File: src/rtl/acct_pkg.sv
// Shared defaults and types for the account frame arbiter.
package acct_pkg;

  localparam int DSIZE_DEF = 8;
  localparam int FRAME_DEF = 5;

  typedef enum logic {ARB, XFER} state_e;

  typedef struct packed {
    logic [DSIZE_DEF-1:0] account;
    logic [DSIZE_DEF-1:0] a;
    logic [DSIZE_DEF-1:0] t;
  } rec_t;

endpackage

File: src/rtl/rr_pick.sv
// Combinational round-robin first-one search over req_valid, starting at ptr.
module rr_pick
  import acct_pkg::*;
#(
  parameter int NREQ = 4,
  parameter int SW   = $clog2(NREQ)
) (
  input  logic [NREQ-1:0] req_valid,
  input  logic [SW-1:0]   ptr,
  output logic            hit,
  output logic [SW-1:0]   idx
);

  logic [SW-1:0] cand;

  always_comb begin
    hit  = 1'b0;
    idx  = ptr;
    cand = ptr;
    // Walk offsets high to low so the nearest requester at or above ptr is the last writer.
    for (int k = NREQ - 1; k >= 0; k--) begin
      cand = ptr + SW'(k);
      if (req_valid[cand]) begin
        hit = 1'b1;
        idx = cand;
      end
    end
  end

endmodule

File: src/rtl/acct_frame_arbiter.sv
// Round-robin frame arbiter: grants the shared window datapath to one requester for a whole
// frame of FRAME records, abandoning the frame after TIMEOUT idle cycles of the owner.
module acct_frame_arbiter
  import acct_pkg::*;
#(
  parameter int DSIZE   = DSIZE_DEF,
  parameter int NREQ    = 4,
  parameter int FRAME   = FRAME_DEF,
  parameter int TIMEOUT = 16,
  parameter int SW      = $clog2(NREQ)
) (
  input  logic                  clk1,
  input  logic                  rst,
  input  logic [NREQ-1:0]       req_valid,
  output logic [NREQ-1:0]       req_ready,
  input  logic [NREQ*DSIZE-1:0] req_account,
  input  logic [NREQ*DSIZE-1:0] req_A,
  input  logic [NREQ*DSIZE-1:0] req_T,
  output logic                  ds_valid,
  input  logic                  ds_ready,
  output logic [DSIZE-1:0]      ds_account,
  output logic [DSIZE-1:0]      ds_A,
  output logic [DSIZE-1:0]      ds_T,
  output logic [SW-1:0]         ds_src,
  output logic                  ds_last,
  output logic                  ds_abort
);

  localparam int FW = $clog2(FRAME + 1);
  localparam int IW = $clog2(TIMEOUT);
  localparam logic [FW-1:0] FcntLast = FW'(FRAME - 1);
  localparam logic [IW-1:0] IcntLast = IW'(TIMEOUT - 1);

  state_e           state_q, state_d;
  logic [SW-1:0]    ptr_q, ptr_d;
  logic [SW-1:0]    owner_q, owner_d;
  logic [FW-1:0]    fcnt_q, fcnt_d;
  logic [IW-1:0]    icnt_q, icnt_d;
  logic             ds_valid_q, ds_valid_d;
  logic [DSIZE-1:0] ds_account_q, ds_account_d;
  logic [DSIZE-1:0] ds_a_q, ds_a_d;
  logic [DSIZE-1:0] ds_t_q, ds_t_d;
  logic [SW-1:0]    ds_src_q, ds_src_d;
  logic             ds_last_q, ds_last_d;
  logic             ds_abort_q, ds_abort_d;

  logic             pick_hit;
  logic [SW-1:0]    pick_idx;
  logic             own_valid;
  logic             own_rdy;
  logic             xfer;

  rr_pick #(
    .NREQ(NREQ),
    .SW  (SW)
  ) u_rr_pick (
    .req_valid(req_valid),
    .ptr      (ptr_q),
    .hit      (pick_hit),
    .idx      (pick_idx)
  );

  assign own_valid = req_valid[owner_q];
  assign own_rdy   = (state_q == XFER) && (!ds_valid_q || ds_ready);
  assign xfer      = own_valid && own_rdy;

  always_comb begin
    req_ready          = '0;
    req_ready[owner_q] = own_rdy;
  end

  always_comb begin
    state_d    = state_q;
    ptr_d      = ptr_q;
    owner_d    = owner_q;
    fcnt_d     = fcnt_q;
    icnt_d     = icnt_q;
    ds_abort_d = 1'b0;
    case (state_q)
      ARB: begin
        if (pick_hit) begin
          owner_d = pick_idx;
          fcnt_d  = '0;
          icnt_d  = '0;
          state_d = XFER;
        end
      end
      XFER: begin
        if (xfer) begin
          fcnt_d = fcnt_q + FW'(1);
          icnt_d = '0;
          if (fcnt_q == FcntLast) begin
            ptr_d   = owner_q + SW'(1);
            state_d = ARB;
          end
        end else if (!own_valid) begin
          if (icnt_q == IcntLast) begin
            ds_abort_d = 1'b1;
            ptr_d      = owner_q + SW'(1);
            state_d    = ARB;
          end else begin
            icnt_d = icnt_q + IW'(1);
          end
        end
      end
      default: state_d = ARB;
    endcase
  end

  // Output register: drains on ds_ready, reloads on any owner transfer (both may coincide).
  always_comb begin
    ds_valid_d   = ds_valid_q && !ds_ready;
    ds_account_d = ds_account_q;
    ds_a_d       = ds_a_q;
    ds_t_d       = ds_t_q;
    ds_src_d     = ds_src_q;
    ds_last_d    = ds_last_q;
    if (xfer) begin
      ds_valid_d   = 1'b1;
      ds_account_d = req_account[owner_q*DSIZE +: DSIZE];
      ds_a_d       = req_A[owner_q*DSIZE +: DSIZE];
      ds_t_d       = req_T[owner_q*DSIZE +: DSIZE];
      ds_src_d     = owner_q;
      ds_last_d    = (fcnt_q == FcntLast);
    end
  end

  always_ff @(posedge clk1) begin
    if (rst) begin
      state_q      <= ARB;
      ptr_q        <= '0;
      owner_q      <= '0;
      fcnt_q       <= '0;
      icnt_q       <= '0;
      ds_valid_q   <= 1'b0;
      ds_account_q <= '0;
      ds_a_q       <= '0;
      ds_t_q       <= '0;
      ds_src_q     <= '0;
      ds_last_q    <= 1'b0;
      ds_abort_q   <= 1'b0;
    end else begin
      state_q      <= state_d;
      ptr_q        <= ptr_d;
      owner_q      <= owner_d;
      fcnt_q       <= fcnt_d;
      icnt_q       <= icnt_d;
      ds_valid_q   <= ds_valid_d;
      ds_account_q <= ds_account_d;
      ds_a_q       <= ds_a_d;
      ds_t_q       <= ds_t_d;
      ds_src_q     <= ds_src_d;
      ds_last_q    <= ds_last_d;
      ds_abort_q   <= ds_abort_d;
    end
  end

  assign ds_valid   = ds_valid_q;
  assign ds_account = ds_account_q;
  assign ds_A       = ds_a_q;
  assign ds_T       = ds_t_q;
  assign ds_src     = ds_src_q;
  assign ds_last    = ds_last_q;
  assign ds_abort   = ds_abort_q;

endmodule

File: config.mk
export PLATFORM = sky130hd
export DESIGN_NAME = acct_frame_arbiter
export DESIGN_NICKNAME = d
export VERILOG_FILES = /design/src/rtl/acct_pkg.sv /design/src/rtl/rr_pick.sv /design/src/rtl/acct_frame_arbiter.sv
export SDC_FILE = /design/constraint.sdc
export NUM_CORES = 1
export LEC_CHECK = 0
export CAP_MARGIN = 40
export CORE_MARGIN = 5
export CORE_UTILIZATION = 35
export DETAILED_ROUTE_END_ITERATION = 8
export GPL_TIMING_DRIVEN = 0
export PLACE_DENSITY = 0.71
export SYNTH_ARGS = -nofsm -noshare
export SYNTH_HDL_FRONTEND = slang
export SYNTH_SLANG_ARGS = --single-unit
File: constraint.sdc
create_clock -name clk1 -period 2.2 [get_ports clk1]
set_input_delay 0.55 -clock clk1 [delete_from_list [all_inputs] [get_ports clk1]]
set_output_delay 0.55 -clock clk1 [all_outputs]
set_load 0.03 [all_outputs]
==> flow_summary.ini, run 1 <==
[floorplan]
top_level_ports = 136
core_area_mm2 = 0.006719
initial_utilization = 0.3551
chipHeight_um = 92.57
dieArea_mm2 = 0.008568
num_rows = 30
die_w_um = 92.57

[timing]
worst_pin_slew_ns = 0.6031
hold_ws_ns = 0.4533
slew_headroom = 0.5979
finalSetupViolCount = 0
fmax_mhz = 463.1
min_period_ns = 2.159
rsz0062_at_grt = no
min_period_over_period = 0.9815
hold_viol_final = 0
slew_violations = 0
worst_clock_skew_ns = 0.01170
fin_setup_tns_ns = 0

[routing]
via_per_inst = 5.156
maxUsedRoutingLayer = met4
vias = 2444
ant_nets = 0
wl_per_cell_um = 15.76
wl_met3_um = 680
drt_iter0_drc = 62
drc_errors = 0
met1_length_um = 2984
wirelength_um = 7469
drtPass1Iterations = 4
wl_met2_um = 3616

[finish]
final_cell_mix = 127 x clkdlybuf4s50_1, 57 x nand2_1, 40 x dfxtp_1
final_common_cell = clkdlybuf4s50_1
antenna_cells = 0
post-route-util = 0.5886
fin_nets = 504
seq_area_um2 = 824.5
layoutNonFillerInstCount = 474
fillers = 606
multi_input_area_mm2 = 0.001441
finish.instance_area_mm2 = 0.003955
layout-drive-gt1-share = 0.1421
area_delta_synth_final_pct = 65.76

[clocking]
numCtsBuffers = 5
numClockSinks = 41
holdBufCountCts = 0
clockBufferDepth = 2
clk_latency_ns = 0.29
cts_max_level = 2
clock-root-buffer = clkbuf_8
cts_tree = done
clk_pin_slew_worst_paths_ns = 0.07

[logic_synthesis]
synth_edf_count = 0
synth.distinct_cells = 39
yosysSeqAreaShare = 0.3440
syn_avg_cell_area_um2 = 9.394
ys_async_sr_fraction = 0
ys_ff_latch = 41
yosys_most_used_dff = dfxtp_1
synth_nets = 364
yosys.area_share.simple = 0.1809
yosys.area_share.xor_xnor = 0.003671
synthMuxAreaShare = 0.2554
synth_top_family_by_area = multiplexers
synthCells = 254
yosys_warnings = 0
synth_fa_ha_area_frac = 0.03671
synth_compound_area_frac = 0.1243
netlist_area_mm2 = 0.002386

[grt]
grt_util_all_layers = 0.1684
grt_pass1_wl_um = 11630
grt_max_degree = 20
grt_pass1_vias = 2391
antenna_found_initial = 0
overflow = 0

[pwr]
p_per_area_mw_per_mm2 = 492.2
ir_drop_uv = 275.2
leakage_nw = 1.451

[setup_path]
cp-start-kind = input pin
critical_path_class = input pin to primary output
cp-end-kind = primary output
critical_path_required_ns = 1.65
path_max_fanout = 10
crit_arrival_ns = 1.61

[place]
place_area_mm2 = 0.003837
dp_hpwl_um = 6071
dp.cells = 469
port_buffers = 135
gp_congestion = 0.8269

[job]
maxCapViolCount = 0

[worst_hold_path]
min_path_type = flip-flop to flip-flop

[outcome]
status = completed
[kinds of logic after synthesis]
family | count (synthesis)
AO/OA/AOI/OAI | 50
AND/OR/NAND/NOR | 96
buffers and inverters | 30
flip-flops | 41
adder cells (fa/ha/maj) | 7
multiplexers | 29
XOR/XNOR | 1
[flip-flops by register name, summed over array words and instances, names as in the netlist]
name / cells
state_q: 1
ds_last: 1
fcnt_q: 3
ds_T: 8
ds_abort: 1
owner_q: 2
ds_A: 8
ds_src: 2
ds_account: 8
ptr_q: 2
icnt_q: 4
ds_valid: 1
[layer usage]
metal | track usage | vias to the layer above
li1 | - | 1193
met2 | 0.2822 | 106
met5 | 0 | -
met1 | 0.2033 | 1132
met4 | 0.06188 | 0
met3 | 0.05118 | 13
[final timing paths]
kind	from	to	slack [ns]	cells after the start
worst min-delay path	ds_account[5]	ds_account[5]	0.45	2
worst max-delay path	ds_ready	req_ready[2]	0.04	5
worst min register to register	ds_account[5]	ds_account[5]	0.45	2
worst max register to register	owner_q[1]	ptr_q[0]	0.22	5
[worst max-delay path, stage by stage]
cell and delay (ns):
clkdlybuf4s50_1 0.46, nand2b_4 0.13, clkbuf_8 0.16, and3_1 0.16, buf_4 0.15
[repair_timing]
item,CTS,global route
endpoints found under the setup margin,16,4
buffers inserted,1,0
gates resized for setup,42,5
[through the flow]
stage	setup WS [ns]	power, mW
5_1_grt	0.002386	2.040
3_3_place_gp	-0.6992	1.454
4_1_cts	0.003355	1.967
2_1_floorplan	0.1591	1.147
6_report	0.04067	1.947
3_5_place_dp	-0.7030	1.465
[power breakdown]
group	switching [mW]	internal (mW)	leakage [nW]
Sequential	0.0275	0.782	0.334
Clock	0.248	0.249	0.0443
Combinational	0.277	0.363	1.07
Total	0.553	1.39	1.45
[layout make-up]
type | instances | area share
Inverter | 10 | 0.009491
Multi-Input combinational cell | 183 | 0.3644
Sequential cell | 41 | 0.2085
Tap cell | 80 | 0.02531
Clock buffer | 7 | 0.02183
Timing Repair Buffer | 136 | 0.3417
Buffer | 17 | 0.02879
[synthesized netlist by cell type, types with 2 or more instances]
| cell type | count | area (um^2) |
|---|---|---|
| a31oi_1 | 2 | 12.51 |
| and3_1 | 6 | 37.54 |
| nand2b_1 | 4 | 25.02 |
| nand4_1 | 3 | 18.77 |
| nand3_1 | 5 | 25.02 |
| nor2_1 | 10 | 37.54 |
| a31o_2 | 2 | 17.52 |
| ha_1 | 7 | 87.58 |
| a21oi_1 | 33 | 165.2 |
| buf_2 | 9 | 45.04 |
| clkbuf_1 | 8 | 30.03 |
| mux2i_1 | 2 | 20.02 |
| inv_1 | 10 | 37.54 |
| dfxtp_1 | 41 | 820.8 |
| buf_1 | 2 | 7.510 |
| mux4_2 | 25 | 563.0 |
| nand2_1 | 57 | 214.0 |
| o221ai_1 | 2 | 17.52 |
| nor3_1 | 3 | 15.01 |
| o21ai_0 | 4 | 20.02 |
Power figures use the tool's default switching activity.
==> run 2, diff against run 1 <==
- CTS_CLUSTER_SIZE: unset -> 28
==> results of run 2 <==
Same layout as run 1: the final DEF is identical, and so are final timing and power.
